[src/rtl/cordic_result_packer_pkg.sv]
// Shared IEEE-754 single-precision field constants for the CORDIC result packer.
package cordic_result_packer_pkg;

   localparam int unsigned BIAS   = 127;
   localparam int unsigned MANT_W = 23;
   localparam int unsigned EXP_W  = 8;
   localparam logic [31:0] QNAN   = 32'h7FC0_0000;

endpackage

[src/rtl/cordic_result_packer_fx2fp_lane.sv]
// One channel of fixed-point to IEEE-754 single conversion: normalize (S2), then round and pack (S3).
module fx2fp_lane
   import cordic_result_packer_pkg::*;
#(
   parameter int unsigned WIDTH = 32,
   parameter int unsigned FRAC  = WIDTH - 1,
   parameter int unsigned ROUND = 1
) (
   input  logic             clk,
   input  logic             rst,
   input  logic             en_i,
   input  logic             nan_i,
   input  logic             neg_i,
   input  logic [WIDTH-1:0] mag_i,
   output logic [31:0]      fp_o
);

   localparam int unsigned PW = $clog2(WIDTH);

   logic [PW-1:0]      p, shamt;
   logic [WIDTH-1:0]   shifted;
   logic               nan2_d, nan2_q, neg2_d, neg2_q, zero2_d, zero2_q;
   logic [WIDTH-2:0]   frac2_d, frac2_q;
   logic [EXP_W-1:0]   exp2_d, exp2_q, exp_f;
   logic [WIDTH+MANT_W-1:0] ext;
   logic [MANT_W-1:0]  mant;
   logic [MANT_W:0]    mant_r;
   logic               guard, sticky, rnd;
   logic [31:0]        fp_d, fp_q;

   // S2: leading-one detect, left-align so the hidden one sits at the top bit
   always_comb begin
      p = '0;
      for (int i = 0; i < int'(WIDTH); i++) begin
         if (mag_i[i]) p = PW'(i);
      end
      shamt   = PW'(WIDTH - 1) - p;
      shifted = mag_i << shamt;
      nan2_d  = nan2_q;
      neg2_d  = neg2_q;
      zero2_d = zero2_q;
      frac2_d = frac2_q;
      exp2_d  = exp2_q;
      if (en_i) begin
         nan2_d  = nan_i;
         neg2_d  = neg_i;
         zero2_d = !shifted[WIDTH-1];
         frac2_d = shifted[WIDTH-2:0];
         exp2_d  = EXP_W'(int'(p) + int'(BIAS) - int'(FRAC));
      end
   end

   // S3: zero-fill below narrow inputs, round-to-nearest-even on guard/sticky
   always_comb begin
      ext    = {frac2_q, {(MANT_W + 1){1'b0}}};
      mant   = ext[WIDTH+MANT_W-1 -: MANT_W];
      guard  = ext[WIDTH-1];
      sticky = |ext[WIDTH-2:0];
      rnd    = (ROUND != 0) && guard && (sticky || mant[0]);
      // A carry-out leaves the low MANT_W bits at zero, so only the exponent needs fixing
      mant_r = {1'b0, mant} + {{MANT_W{1'b0}}, rnd};
      exp_f  = exp2_q + {{(EXP_W - 1){1'b0}}, mant_r[MANT_W]};
      fp_d   = fp_q;
      if (en_i) begin
         if (nan2_q)       fp_d = QNAN;
         else if (zero2_q) fp_d = 32'h0;
         else              fp_d = {neg2_q, exp_f, mant_r[MANT_W-1:0]};
      end
   end

   always_ff @(posedge clk or negedge rst) begin
      if (!rst) begin
         nan2_q  <= 1'b0;
         neg2_q  <= 1'b0;
         zero2_q <= 1'b0;
         frac2_q <= '0;
         exp2_q  <= '0;
         fp_q    <= '0;
      end else begin
         nan2_q  <= nan2_d;
         neg2_q  <= neg2_d;
         zero2_q <= zero2_d;
         frac2_q <= frac2_d;
         exp2_q  <= exp2_d;
         fp_q    <= fp_d;
      end
   end

   assign fp_o = fp_q;

endmodule

[src/rtl/cordic_result_packer.sv]
// Maps CORDIC sin/cos back to the original quadrant and packs both as IEEE-754 singles.
module cordic_result_packer
   import cordic_result_packer_pkg::*;
#(
   parameter int unsigned WIDTH = 32,
   parameter int unsigned FRAC  = WIDTH - 1,
   parameter int unsigned ROUND = 1
) (
   input  logic              clk,
   input  logic              rst,
   input  logic              in_valid,
   output logic              in_ready,
   input  logic signed [2:0] flips,
   input  logic [WIDTH-1:0]  sin_in,
   input  logic [WIDTH-1:0]  cos_in,
   output logic              out_valid,
   input  logic              out_ready,
   output logic [31:0]       sin_out,
   output logic [31:0]       cos_out,
   output logic              out_err
);

   logic                    en;
   logic signed [WIDTH:0]   s_ext, c_ext, sin_v, cos_v;
   logic                    flips_err;
   logic                    v1_d, v1_q, v2_d, v2_q, v3_d, v3_q;
   logic                    err1_d, err1_q, err2_d, err2_q, err3_d, err3_q;
   logic                    sneg1_d, sneg1_q, cneg1_d, cneg1_q;
   logic [WIDTH-1:0]        smag1_d, smag1_q, cmag1_d, cmag1_q;

   assign en       = !v3_q || out_ready;
   assign in_ready = en;

   // S1: quadrant map at WIDTH+1 bits so negating the most negative input cannot wrap
   always_comb begin
      s_ext     = {sin_in[WIDTH-1], sin_in};
      c_ext     = {cos_in[WIDTH-1], cos_in};
      sin_v     = s_ext;
      cos_v     = c_ext;
      flips_err = 1'b0;
      case (flips)
         3'b000:         begin sin_v = s_ext;  cos_v = c_ext[WIDTH] ? -c_ext : c_ext; end
         3'b010, 3'b110: begin sin_v = -s_ext; cos_v = -c_ext; end
         3'b001, 3'b101: begin sin_v = -c_ext; cos_v = s_ext;  end
         3'b111:         begin sin_v = c_ext;  cos_v = -s_ext; end
         default:        flips_err = 1'b1;
      endcase
   end

   always_comb begin
      v1_d    = v1_q;
      v2_d    = v2_q;
      v3_d    = v3_q;
      err1_d  = err1_q;
      err2_d  = err2_q;
      err3_d  = err3_q;
      sneg1_d = sneg1_q;
      cneg1_d = cneg1_q;
      smag1_d = smag1_q;
      cmag1_d = cmag1_q;
      if (en) begin
         v1_d    = in_valid;
         v2_d    = v1_q;
         v3_d    = v2_q;
         err1_d  = flips_err;
         err2_d  = err1_q;
         err3_d  = err2_q;
         sneg1_d = sin_v[WIDTH];
         cneg1_d = cos_v[WIDTH];
         smag1_d = WIDTH'(sin_v[WIDTH] ? -sin_v : sin_v);
         cmag1_d = WIDTH'(cos_v[WIDTH] ? -cos_v : cos_v);
      end
   end

   always_ff @(posedge clk or negedge rst) begin
      if (!rst) begin
         v1_q    <= 1'b0;
         v2_q    <= 1'b0;
         v3_q    <= 1'b0;
         err1_q  <= 1'b0;
         err2_q  <= 1'b0;
         err3_q  <= 1'b0;
         sneg1_q <= 1'b0;
         cneg1_q <= 1'b0;
         smag1_q <= '0;
         cmag1_q <= '0;
      end else begin
         v1_q    <= v1_d;
         v2_q    <= v2_d;
         v3_q    <= v3_d;
         err1_q  <= err1_d;
         err2_q  <= err2_d;
         err3_q  <= err3_d;
         sneg1_q <= sneg1_d;
         cneg1_q <= cneg1_d;
         smag1_q <= smag1_d;
         cmag1_q <= cmag1_d;
      end
   end

   fx2fp_lane #(.WIDTH(WIDTH), .FRAC(FRAC), .ROUND(ROUND)) u_sin_lane (
      .clk   (clk),
      .rst   (rst),
      .en_i  (en),
      .nan_i (err1_q),
      .neg_i (sneg1_q),
      .mag_i (smag1_q),
      .fp_o  (sin_out)
   );

   fx2fp_lane #(.WIDTH(WIDTH), .FRAC(FRAC), .ROUND(ROUND)) u_cos_lane (
      .clk   (clk),
      .rst   (rst),
      .en_i  (en),
      .nan_i (err1_q),
      .neg_i (cneg1_q),
      .mag_i (cmag1_q),
      .fp_o  (cos_out)
   );

   assign out_valid = v3_q;
   assign out_err   = err3_q;

endmodule

[config.mk]
export PLATFORM = sky130hd
export DESIGN_NAME = cordic_result_packer
export DESIGN_NICKNAME = d
export VERILOG_FILES = /design/src/rtl/cordic_result_packer_pkg.sv /design/src/rtl/cordic_result_packer_fx2fp_lane.sv /design/src/rtl/cordic_result_packer.sv
export SDC_FILE = /design/constraint.sdc
export NUM_CORES = 1
export LEC_CHECK = 0
export CAP_MARGIN = 20
export CORE_ASPECT_RATIO = 0.5
export CORE_MARGIN = 2
export CORE_UTILIZATION = 50
export DETAILED_ROUTE_END_ITERATION = 8
export HOLD_SLACK_MARGIN = 0.12
export PLACE_DENSITY = 0.81
export SLEW_MARGIN = 25
export SYNTH_ARGS = -nofsm -noshare
export SYNTH_HDL_FRONTEND = slang
export SYNTH_HIERARCHICAL = 1
export SYNTH_SLANG_ARGS = --single-unit
[constraint.sdc]
create_clock -name clk -period 7.7 [get_ports clk]
set_input_delay 0.77 -clock clk [delete_from_list [all_inputs] [get_ports clk]]
set_output_delay 0.77 -clock clk [all_outputs]
set_load 0.05 [all_outputs]
# Word level (Yosys, flattened, before mapping)
# Index checks and enable logic that the tools add are counted.
[totals]
register_bits = 218
wordCells = 127
mem_bits_ro = 0
latchBits = 0
memories = 0
ramBits = 0
in_bits = 71
[op_classes]
reduce_logical = 14
n_eq_ne = 5
n_shift = 2
bitwise = 0
addsub = 14
n_mux = 72
n_mul = 0
n_lt_le_gt_ge = 0
n_div = 0
[op_table]
columns = ["cell", "count"]
rows = [
  ["$mux 5", 60],
  ["$mux 32", 6],
  ["$pmux 33 s4", 1],
  ["$pmux 33 s3", 1],
  ["$neg 32->33", 2],
  ["$neg 32->32", 2],
  ["$shl 32x5->32", 2],
  ["$add 23x1->24", 2],
  ["$mux 33", 1],
  ["$add 5x7->8 const B", 2],
  ["$add 8x1->8", 2],
  ["$sub 8x6->8 const B", 2],
  ["$reduce_or 7->1", 2],
  ["$sub 5x5->5 const A", 2],
  ["$eq 3x3->1 const B", 3],
  ["$reduce_or 6->1", 1],
  ["$reduce_or 2->1", 2],
  ["$eq 3x1->1 const B", 1],
  ["$eq 3x2->1 const B", 1],
  ["$logic_not 1->1", 3],
  ["$logic_not 3->1", 1],
  ["$logic_or 1x1->1", 3],
  ["$mux 1", 3],
  ["$logic_and 1x1->1", 2],
]

# Longest topological paths before layout
# Gate-level depths: netlist of the first run.
[depth]
ltp_word = 34
depth_mapped = 18
depth_no_buf = 17

# By module
# Netlist of the first run, hierarchy kept.
[by_module_without_submodules]
columns = ["mod", "n_inst", "area_per_inst_um2", "cells_per_inst", "seq_area_each_um2"]
rows = [
  ["cordic_result_packer", 1, 8733.4, 1197, 1801.7],
  ["fx2fp_lane (u_sin_lane)", 1, 5181.2, 577, 1801.7],
  ["fx2fp_lane (u_cos_lane)", 1, 5137.4, 584, 1801.7],
]

# Worst setup path before layout of the first run
# Ideal clock, no wire load.
[synth_timing]
path_type = "input-to-reg"
startpoint = "input port sin_in[1]"
endpoint = "register smag1_q[31]"
path_slack_ns = 3.401
cell_stages = 13
arrival_time_ns = 4.170
cell_sequence = "clkbuf_1 -> inv_1 -> ha_1 -> nor3b_1 -> nand3_1 -> or3_1 -> o221ai_1 -> o211ai_1 -> or4b_4 -> or4_4 -> o41ai_2 -> xor2_1 -> o21ai_1"
[synth_between]
elab_chain_cells = 4
[synth_lines]
columns = ["element", "line_no", "rtl"]
rows = [
  ["start: declaration", "cordic_result_packer.sv:14", "input logic [WIDTH-1:0] sin_in,"],
  ["$neg 32->33", "cordic_result_packer.sv:43", "3'b010, 3'b110: begin sin_v = -s_ext; cos_v = -c_ext; end"],
  ["$pmux 33 s3 *", "cordic_result_packer.sv:41", "case (flips)"],
  ["$neg 32->32", "cordic_result_packer.sv:70", "smag1_d = WIDTH'(sin_v[WIDTH] ? -sin_v : sin_v);"],
  ["$mux 32 *", "cordic_result_packer.sv:70", ""],
  ["end signal: assignment", "cordic_result_packer.sv:96", "smag1_q <= smag1_d;"],
  ["end: declaration", "cordic_result_packer.sv:29", "logic [WIDTH-1:0] smag1_d, smag1_q, cmag1_d, cmag1_q;"],
]
# Mark *: on every way between the ends. The rest lies on a longest branch, timed or not.
# A chain may end at the register's enable or synchronous reset.

# Worst setup path in the final report of the first run
[layout_timing]
startpoint = "input port cos_in[0]"
endpoint = "register smag1_q[28]"
[layout_between]
elab_chain_cells = 4
[layout_lines]
columns = ["element", "line_no", "rtl"]
rows = [
  ["start: declaration", "cordic_result_packer.sv:15", "input logic [WIDTH-1:0] cos_in,"],
  ["$neg 32->33", "cordic_result_packer.sv:44", "3'b001, 3'b101: begin sin_v = -c_ext; cos_v = s_ext; end"],
  ["$pmux 33 s3 *", "cordic_result_packer.sv:41", ""],
  ["$neg 32->32", "cordic_result_packer.sv:70", ""],
  ["$mux 32 *", "cordic_result_packer.sv:70", ""],
]
# Marked as above.

==> metrics.txt, run 1 <==
clock network power share=0.162; I/O pins=138; Worst Setup Path Type=in2reg; Global Route met1 Usage=0.474; # rows=50; Commonest cells post-synth=nor2_1 (219), dfrtp_1 (216), nand2_1 (208); P_sw=3.42 mW; mapped cell area=0.0191 mm^2; top_reg_cell synth=dfrtp_1; Syn Nets=2,441; Detailed Routing Iterations Pass 1=7; unrepaired setup endpoints after global routing=false; final setup TNS=0 ns; max-cap violation count=0; post-route clock period utilization=0.713; post-route ant nets=0; nets=2,453; total of fill cells in the finished design=3,335; htree depth=1; Mean Syn Cell Area=8.08 um^2; final slew viol count=0; vias in the first global route=17,700; number of remaining DRC errors=0; Post-synth EDFFs=0; largest net degree at the start of global routing=148; post-synthesis sequential area ratio=0.284; critical path capture point type=flop; clock skew=0.0157 ns; CTS tree=done; leak pwr=8.13 nW; Power Dens Cells=335 mW/mm^2; Final setup viols=0; Distinct cells, synth=110; total congestion overflow=0; Post-DP Area=0.0205 mm^2; Fin. Hold Viols=0; fin worst setup slack=2.21 ns; Seq cells post-synth=216; final wirelength=66,300 um; pre-CTS worst setup slack=1.87 ns; Max VDD drop=0.000174 V; Synth warnings=6; Initial DRC Count=2,683; Peak Freq=182 MHz; Worst setup SP type=primary input; final design utilization=0.569; Slew headroom=0.261; crit-path max FO=18; Avg WL per Cell=23.0 um; cell taking the most area after synthesis=dfrtp_1; vias per inst=6.78; Worst Path Arrival=5.86 ns; Clock transition at path regs=0.06 ns; vias=19,500; Overall Global Routing Usage=0.325; min-delay worst type=in2async; clock sinks=216; global-route wire length before repair=104,000 um; Post-Layout Inst Area=0.0213 mm^2; Yosys top cell area share=0.284; outcome=finished, final reports clean; CTS Buf Count=24; initial antenna violation count=1; layout cells sized above 1=0.0791; GRT met2 Usage=0.483; CTS Buffer Depth=3; part of the power in registers=0.303; sw frac=0.479; Layout area overhead=12.0%; core footprint=0.0375 mm^2; ant diodes=0; Cells after Synth=2,358; worst skew pair latency=0.53 ns; RePlAce Congestion=1.03; CTS Root Cell=clkbuf_16; worst-margin pin slew=1.10 ns; starting density of the core=0.508; die area=0.0398 mm^2; Worst Path Required=8.06 ns; Pint=3.72 mW; Post-DP HPWL=47,700 um; met3 Usage GRT=0.0578; top-count cell post-synth=nor2_1; Tmin final=5.49 ns; GR peak layer=met2; ranking of synthesized cells by area=dfrtp_1 (28%), mux2i_1 (7.4%), nor2_1 (4.3%); asr flop ratio synth=1.00; die height=142 um; cts hold-fix bufs=0; Logic pwr share=0.535; Port Buffers=137; die extent in x=280 um; PostCTS Resize Cnt=0; Post-CTS Setup Inserts=0
[state kept, by name (all words and copies together) (netlist names), 6 cells and up]
name                cells
cmag1_q                32
smag1_q                32
u_cos_lane/fp_o        32
u_sin_lane/fp_o        32
u_cos_lane/frac2_q     31
u_sin_lane/frac2_q     31
u_cos_lane/exp2_q       6
u_sin_lane/exp2_q       6
[layout by cell type, fill, tap and decap left out, types with 13 or more instances in the layout]
| master | n |
|---|---|
| a21o_1 | 14 |
| a22o_1 | 27 |
| a31oi_1 | 30 |
| o2bb2ai_1 | 60 |
| o22ai_1 | 22 |
| nand3_1 | 56 |
| or2_2 | 19 |
| nand4_1 | 33 |
| o31ai_1 | 18 |
| clkbuf_16 | 24 |
| dfrtp_1 | 216 |
| and3_1 | 22 |
| mux2i_1 | 141 |
| inv_1 | 61 |
| clkdlybuf4s50_1 | 133 |
| xnor2_1 | 81 |
| o21a_1 | 16 |
| o221ai_1 | 15 |
| and2_1 | 13 |
| nor4_1 | 42 |
| nand2b_1 | 24 |
| a211o_1 | 13 |
| or4_1 | 24 |
| nor2b_1 | 30 |
| o21ai_1 | 14 |
| nor3_1 | 64 |
| a21oi_1 | 157 |
| o211ai_1 | 25 |
| a221o_1 | 16 |
| buf_4 | 36 |
| a221oi_1 | 13 |
| nand2_1 | 208 |
| a211oi_1 | 27 |
| nor2_1 | 219 |
| or3_1 | 29 |
| mux2_2 | 26 |
| o21ai_0 | 135 |
| xor2_1 | 60 |
[worst max-delay path, cell delays in order]
cell and delay [ns]:
clkdlybuf4s50_1 0.50, inv_1 0.13, ha_1 0.35, or4b_1 0.78, nor4_4 0.67, nand2_1 0.11, nor4_1 0.34, ha_1 0.19
a21oi_1 0.07, a31oi_1 0.23, a21oi_1 0.12, o21ai_1 0.12, buf_4 0.23, a41o_1 0.20, nand2b_1 0.10, nand4bb_1 0.33
o21ai_0 0.33, xor2_1 0.18, a21oi_1 0.08
[final timing paths]
| path | start | endpoint | slack (ns) | depth (start not counted) |
|---|---|---|---|---|
| setup reg to reg | cmag1_q[18] | u_cos_lane/frac2_q[30] | 3.68 | 9 |
| hold reg to reg | err2_q | err2_q | 0.47 | 2 |
| setup / recovery | cos_in[0] | smag1_q[28] | 2.21 | 19 |
| max in group asynchronous | rst | u_cos_lane/fp_o[6] | 6.22 | 2 |
| hold / removal | rst | u_sin_lane/fp_o[0] | 0.20 | 1 |
| min in group clk | err2_q | err2_q | 0.47 | 2 |
[area by class of cell]
class / instances / area [um^2] / share of cell area
sequential: 216 / 5410 / 0.253
multi-input combinational: 1887 / 12600 / 0.590
inverter: 66 / 253 / 0.0118
clock buffer: 36 / 726 / 0.0340
timing repair buffer: 175 / 1660 / 0.0780
clock inverter: 8 / 83.8 / 0.00393
tap: 494 / 618 / 0.0290
[layer usage]
metal | vias up | wire [um]
li1 | 8835 | -
met1 | 9391 | 29100
met2 | 1148 | 28100
met3 | 175 | 6780
met4 | 0 | 2290
met5 | - | 0
[logic make-up (layout without fill, tap and decap cells)]
group,count (synthesis),count (layout),synth area share
XOR/XNOR,141,141,0.0648
multiplexers,174,174,0.0961
adder cells (fa/ha/maj),12,12,0.00788
buffers and inverters,255,285,0.0575
AO/OA/AOI/OAI,723,723,0.265
AND/OR/NAND/NOR,837,837,0.225
flip-flops,216,216,0.284
[power groups by stage]
| stage | clock network, mW | logic [mW] | registers, mW |
|---|---|---|---|
| final | 1.16 | 3.82 | 2.17 |
| after global routing | 1.22 | 4.08 | 2.23 |
| after CTS | 1.17 | 3.73 | 2.15 |
| after detailed placement | 0 | 3.70 | 2.17 |
| after global placement | 0 | 3.64 | 2.15 |
| after floorplan | 0 | 2.36 | 2.41 |
[per-stage QoR]
stage,instances,power (mW),hold slack (ns)
2_1_floorplan,2358,4.76,0.430
3_3_place_gp,2836,5.79,0.449
3_5_place_dp,2836,5.87,0.456
4_1_cts,2880,7.05,0.456
5_1_grt,2882,7.53,0.246
6_report,2882,7.15,0.204
(Power assumes the default switching activity.)
==> run 2: changes to the inputs <==
--- a/config.mk
+++ b/config.mk
@@ -11,7 +11,7 @@
 export CORE_UTILIZATION = 50
 export DETAILED_ROUTE_END_ITERATION = 8
 export HOLD_SLACK_MARGIN = 0.12
-export PLACE_DENSITY = 0.81
+export PLACE_DENSITY = 0.83
 export SLEW_MARGIN = 25
 export SYNTH_ARGS = -nofsm -noshare
 export SYNTH_HDL_FRONTEND = slang
==> constraint.sdc (replaced) <==
create_clock -name clk -period 5 [get_ports clk]
set_input_delay 0.5 -clock clk [delete_from_list [all_inputs] [get_ports clk]]
set_output_delay 0.5 -clock clk [all_outputs]
set_load 0.05 [all_outputs]
==> metrics.txt, run 2 (same netlist as run 1, synthesis figures left out) <==
Pint=5.69 mW (+53%); unrepaired setup endpoints after global routing=false; number of remaining DRC errors=0 (unchanged); CP endpoint=cmag1_q[31]; worst skew pair latency=0.52 ns (about the same); leading cell type in the layout, fill and taps excluded=nor2_1; P_sw=5.25 mW (+53%); worst setup path start=sin_in[1]; max-cap violation count=0 (unchanged); RePlAce Congestion=1.06 (+3.7%); r2r worst-path depth=9 (unchanged); most frequent cells in the layout=nor2_1 (219), dfrtp_1 (216), nand2_1 (208); fin worst setup slack=0.724 ns (-1.48 ns); Peak Freq=234 MHz; outcome=finished, final reports clean; I/O pins=138 (unchanged); ant diodes=0 (unchanged); layout cells sized above 1=0.107 (+0.0279); CTS Root Cell=clkbuf_16; Overall Global Routing Usage=0.322 (-0.00275); vias per inst=6.70 (-1.2%); Final setup viols=0 (unchanged); CP max stage delay=0.68 ns (-0.10 ns); vias=19,800 (+1.5%); clock skew=0.0154 ns (-0.000311 ns); Logic pwr share=0.544 (+0.009); final design utilization=0.584 (+0.0145); leak pwr=8.50 nW (+4.6%); CTS tree=done; Worst Path Required=5.43 ns (-2.63 ns); starting density of the core=0.508 (unchanged); clock sinks=216 (unchanged); die area=0.0398 mm^2 (unchanged); min-delay worst type=in2async; Power Dens Cells=500 mW/mm^2 (+49%); Worst Path Arrival=4.71 ns (-1.15 ns); Worst Setup Path Type=in2reg; post-route clock period utilization=0.855; CTS Buffer Depth=3 (unchanged); Fin. Hold Viols=0 (unchanged); Layout area overhead=14.8%; slowest CP cell=a221oi_1; Clock transition at path regs=0.06 ns (about the same); clock network power share=0.151 (-0.011); Avg WL per Cell=22.3 um (-3.0%); RR Startpoint=cmag1_q[19]; final setup TNS=0 ns (unchanged); global-route wire length before repair=103,000 um (-0.84%); post-route ant nets=0 (unchanged); Worst setup SP type=primary input; worst-margin pin slew=1.13 ns (+0.0326 ns); core footprint=0.0375 mm^2 (unchanged); Post-DP HPWL=49,200 um (+3.2%); Tmin final=4.28 ns; htree depth=1 (unchanged); die extent in x=280 um (unchanged); Slew headroom=0.243 (-0.0177); total congestion overflow=0 (unchanged); capture point of the worst reg-to-reg path=u_cos_lane/frac2_q[30]; initial antenna violation count=0 (-1); die height=142 um (unchanged); CTS Buf Count=23 (-4.2%); Initial DRC Count=3,173 (+18%); pre-CTS worst setup slack=0.283 ns (-1.59 ns); Buf/Inv on CP=2 (-1); vias in the first global route=17,800 (+0.14%); final slew viol count=0 (unchanged); sw frac=0.480 (+0.00111); critical path capture point type=flop; final wirelength=66,000 um (-0.33%); crit-path max FO=9 (-9); Crit. path cell count=13 (-6); largest net degree at the start of global routing=144 (-2.7%); reg2reg setup slack=1.13 ns (-2.55 ns); Detailed Routing Iterations Pass 1=6 (-1); delay-heaviest family, CP=simple AND/OR/NAND/NOR gates; # rows=50 (unchanged); Max VDD drop=0.000288 V (+65%); part of the power in registers=0.305 (+0.002); CP Cell Sequence=clkdlybuf4s50_1 -> inv_1 -> ha_1 -> or3b_2 -> nor2_4 -> xnor2_1 -> a221oi_1 -> nand4_1 -> nor3_1 -> nand4_2 -> or2_0 -> or3_1 -> a211oi_1; nets=2,534 (+3.3%); PostCTS Resize Cnt=0 (unchanged); Port Buffers=137 (unchanged)
## run 2: worst min-delay path by stage
stage	endpoint	startpoint	cells after the start
2_1_floorplan	cmag1_q[0]	rst	0
3_3_place_gp	err2_q	err2_q	2
3_5_place_dp	err2_q	err2_q	2
4_1_cts	u_sin_lane/frac2_q[9]	rst	1
5_1_grt	err2_q	err2_q	2
6_report	u_sin_lane/frac2_q[10]	rst	2
## run 2: cell type report
cell class | count | area, um^2
repair buffers | 257 | 2300
well taps | 494 | 618
inverters | 66 | 253
clock buffers | 32 | 649
flip-flops and latches | 216 | 5410
multi-input cells | 1887 | 12600
fillers | 3278 | 15600
clock inverters | 9 | 80.1
## run 2: power groups by stage
stage	Sequential (mW)	Combinational [mW]	Clock [mW]
after floorplan	3.71	3.63	0
after global placement	3.29	5.67	0
after detailed placement	3.32	5.79	0
after CTS	3.30	5.83	1.67
after global routing	3.43	6.34	1.74
final	3.33	5.96	1.65
## run 2: layer usage
metal,GRT usage,up-vias,share of wire
met2,0.481,1226,0.43
met3,0.0514,189,0.11
met1,0.472,9443,0.43
met4,0.112,0,0.036
li1,-,8989,-
met5,0,-,0
## run 2: per-stage QoR
stage	instances	total power [mW]	cell area [um^2]	hold slack, ns
after floorplan	2358	7.34	19100	0.204
after global placement	2918	8.96	21100	0.451
after detailed placement	2918	9.11	21100	0.456
after CTS	2959	10.8	21800	0.180
after global routing	2961	11.5	21900	0.483
final	2961	10.9	21900	0.467
## run 2: what timing repair did
item	in CTS	in global routing
hold endpoints to repair	0	43
hold buffers	0	1
setup buffers	0	0
## run 2: worst register-to-register path, delay by kind of cell, from the launching register on
kind | cells | cell delay (ns)
simple gates | 3 | 1.38
flops | 1 | 0.48
compound gates | 2 | 0.68
mux | 4 | 1.20
==> run 3: changes to the inputs <==
--- a/config.mk
+++ b/config.mk
@@ -7,7 +7,6 @@
 export LEC_CHECK = 0
 export CAP_MARGIN = 20
 export CORE_ASPECT_RATIO = 0.5
-export CORE_MARGIN = 2
 export CORE_UTILIZATION = 50
 export DETAILED_ROUTE_END_ITERATION = 8
 export HOLD_SLACK_MARGIN = 0.12
==> metrics.txt, run 3 (same netlist as run 1, synthesis figures left out) <==
clock skew=0.0166 ns (+0.00122 ns); CTS Buf Count=23 (unchanged); core footprint=0.0375 mm^2 (unchanged); CP max stage delay=0.83 ns (+0.15 ns); Hold Path Depth=2; I/O pins=138 (unchanged); nets=2,537 (+0.12%); crit-path max FO=7 (-2); RePlAce Congestion=1.08 (+1.5%); r2r worst-path depth=10 (+1); final slew viol count=0 (unchanged); Post-CTS Setup Inserts=0 (unchanged); Min-Delay Startpoint=out_err; CTS Buffer Depth=3 (unchanged); ant diodes=0 (unchanged); Crit. path cell count=12 (-1); unrepaired setup endpoints after global routing=false; Worst setup SP type=primary input; Fin. Hold Viols=0 (unchanged); Worst Setup Path Type=in2reg; most frequent cells in the layout=nor2_1 (219), dfrtp_1 (216), nand2_1 (207); outcome=complete, but fails checks; final setup TNS=0 ns (unchanged); initial antenna violation count=0 (unchanged); GR peak layer=met2; leading cell type in the layout, fill and taps excluded=nor2_1; Clock transition at path regs=0.06 ns (about the same); final wirelength=66,800 um (+1.1%); met3 Usage GRT=0.0572 (+0.00584); Final setup viols=0 (unchanged); Global Route met1 Usage=0.474 (+0.00225); layout cells sized above 1=0.109 (+0.00185); delay-heaviest family, CP=simple AND/OR/NAND/NOR gates; clock sinks=216 (unchanged); RR Startpoint=cmag1_q[26]; pre-CTS worst setup slack=0.255 ns (-0.0278 ns); post-route ant nets=0 (unchanged); # rows=50 (unchanged); global-route wire length before repair=104,000 um (+1.4%); Buf/Inv on CP=2 (unchanged); htree depth=1 (unchanged); hold slack=0.468 ns (+0.000328 ns); worst-margin pin slew=0.980 ns (-0.151 ns); Worst Path Required=5.39 ns (-0.04 ns); vias per inst=6.72 (+0.24%); Overall Global Routing Usage=0.331 (+0.00935); Peak Freq=231 MHz (-1.3%); capture point of the worst reg-to-reg path=u_cos_lane/frac2_q[15]; Slew headroom=0.347 (+0.104); die extent in x=278 um (-0.71%); vias=19,900 (+0.38%); Worst Hold Path EP=out_err; slowest CP cell=nor4_1; die area=0.0389 mm^2 (-2.1%); GRT met2 Usage=0.497 (+0.0161); Port Buffers=137 (unchanged); fin worst setup slack=0.670 ns (-0.0546 ns); Avg WL per Cell=22.5 um (+0.96%); CP Cell Sequence=clkdlybuf4s50_1 -> buf_4 -> nor4_1 -> nand3_1 -> xor2_1 -> a211oi_2 -> o211ai_1 -> or4b_4 -> or4_4 -> o41ai_2 -> xor2_1 -> o21ai_1; leak pwr=8.51 nW (+0.17%); failing checks=DRC; Detailed Routing Iterations Pass 1=9 (+3); Worst path most repeated cell=xor2_1; vias in the first global route=18,200 (+2.8%); largest net degree at the start of global routing=133 (-7.6%); CTS Root Cell=clkbuf_16; Max VDD drop=0.000298 V (+3.4%); min-delay worst type=reg2reg; starting density of the core=0.508 (unchanged); reg2reg setup slack=1.14 ns (about the same); Layout area overhead=15.0%; post-route clock period utilization=0.866 (+0.0109); number of remaining DRC errors=1 (+1); Tmin final=4.33 ns (+0.0546 ns); Post-DP HPWL=49,100 um (about the same); max-cap violation count=0 (unchanged); total congestion overflow=0 (unchanged); CTS tree=done; die height=140 um (-1.4%); critical path capture point type=flop; Initial DRC Count=3,111 (-2.0%); Power Dens Cells=502 mW/mm^2 (+0.35%); Worst Path Arrival=4.72 ns (about the same); worst skew pair latency=0.53 ns (about the same)
[run 3: layout make-up]
type | instances | area (um^2)
fill | 3308 | 15600
multi-input combinational | 1887 | 12600
sequential | 216 | 5410
timing repair buffer | 260 | 2300
clock buffer | 35 | 681
tap | 494 | 618
inverter | 66 | 253
clock inverter | 7 | 70.1
[run 3: stage by stage]
step / utilization / cells / power, mW / area, um^2
final: 0.585 / 2965 / 11.0 / 21900
after global routing: 0.585 / 2965 / 11.6 / 21900
after CTS: 0.584 / 2964 / 10.9 / 21900
after detailed placement: 0.564 / 2921 / 9.10 / 21100
after global placement: 0.564 / 2921 / 8.96 / 21100
after floorplan: - / 2358 / 7.34 / 19100
[run 3: repair_timing]
item / CTS / global route
gates resized for setup: 0 / 0
endpoints found under the hold margin: 84 / 0
hold buffers: 1 / 0
[run 3: routing by layer]
metal  vias up  routed length [um]  part of all wire
met5         -                   0                 0
met4         0                2470             0.037
met3       225                7320              0.11
met2      1275               28600              0.43
met1      9420               28300              0.42
li1       9002                   -                 -
[run 3: where the power goes]
part / internal [mW] / leakage (nW) / switching, mW
Combinational: 2.28 / 5.62 / 3.66
Sequential: 2.45 / 2.53 / 0.904
Clock: 0.993 / 0.369 / 0.704
[run 3: worst min-delay path: cells and delay by family (launching register included)]
| kind | cells | cell delay [ns] |
|---|---|---|
| flops | 1 | 0.34 |
| simple gates | 2 | 0.10 |
[run 3: worst max path at each step]
stage	end	from	slack, ns
3_3_place_gp	smag1_q[31]	cos_in[5]	0.32
2_1_floorplan	smag1_q[31]	sin_in[1]	0.97
5_1_grt	smag1_q[31]	cos_in[4]	0.53
6_report	smag1_q[31]	cos_in[4]	0.67
3_5_place_dp	smag1_q[31]	cos_in[5]	0.26
4_1_cts	smag1_q[31]	cos_in[5]	0.78
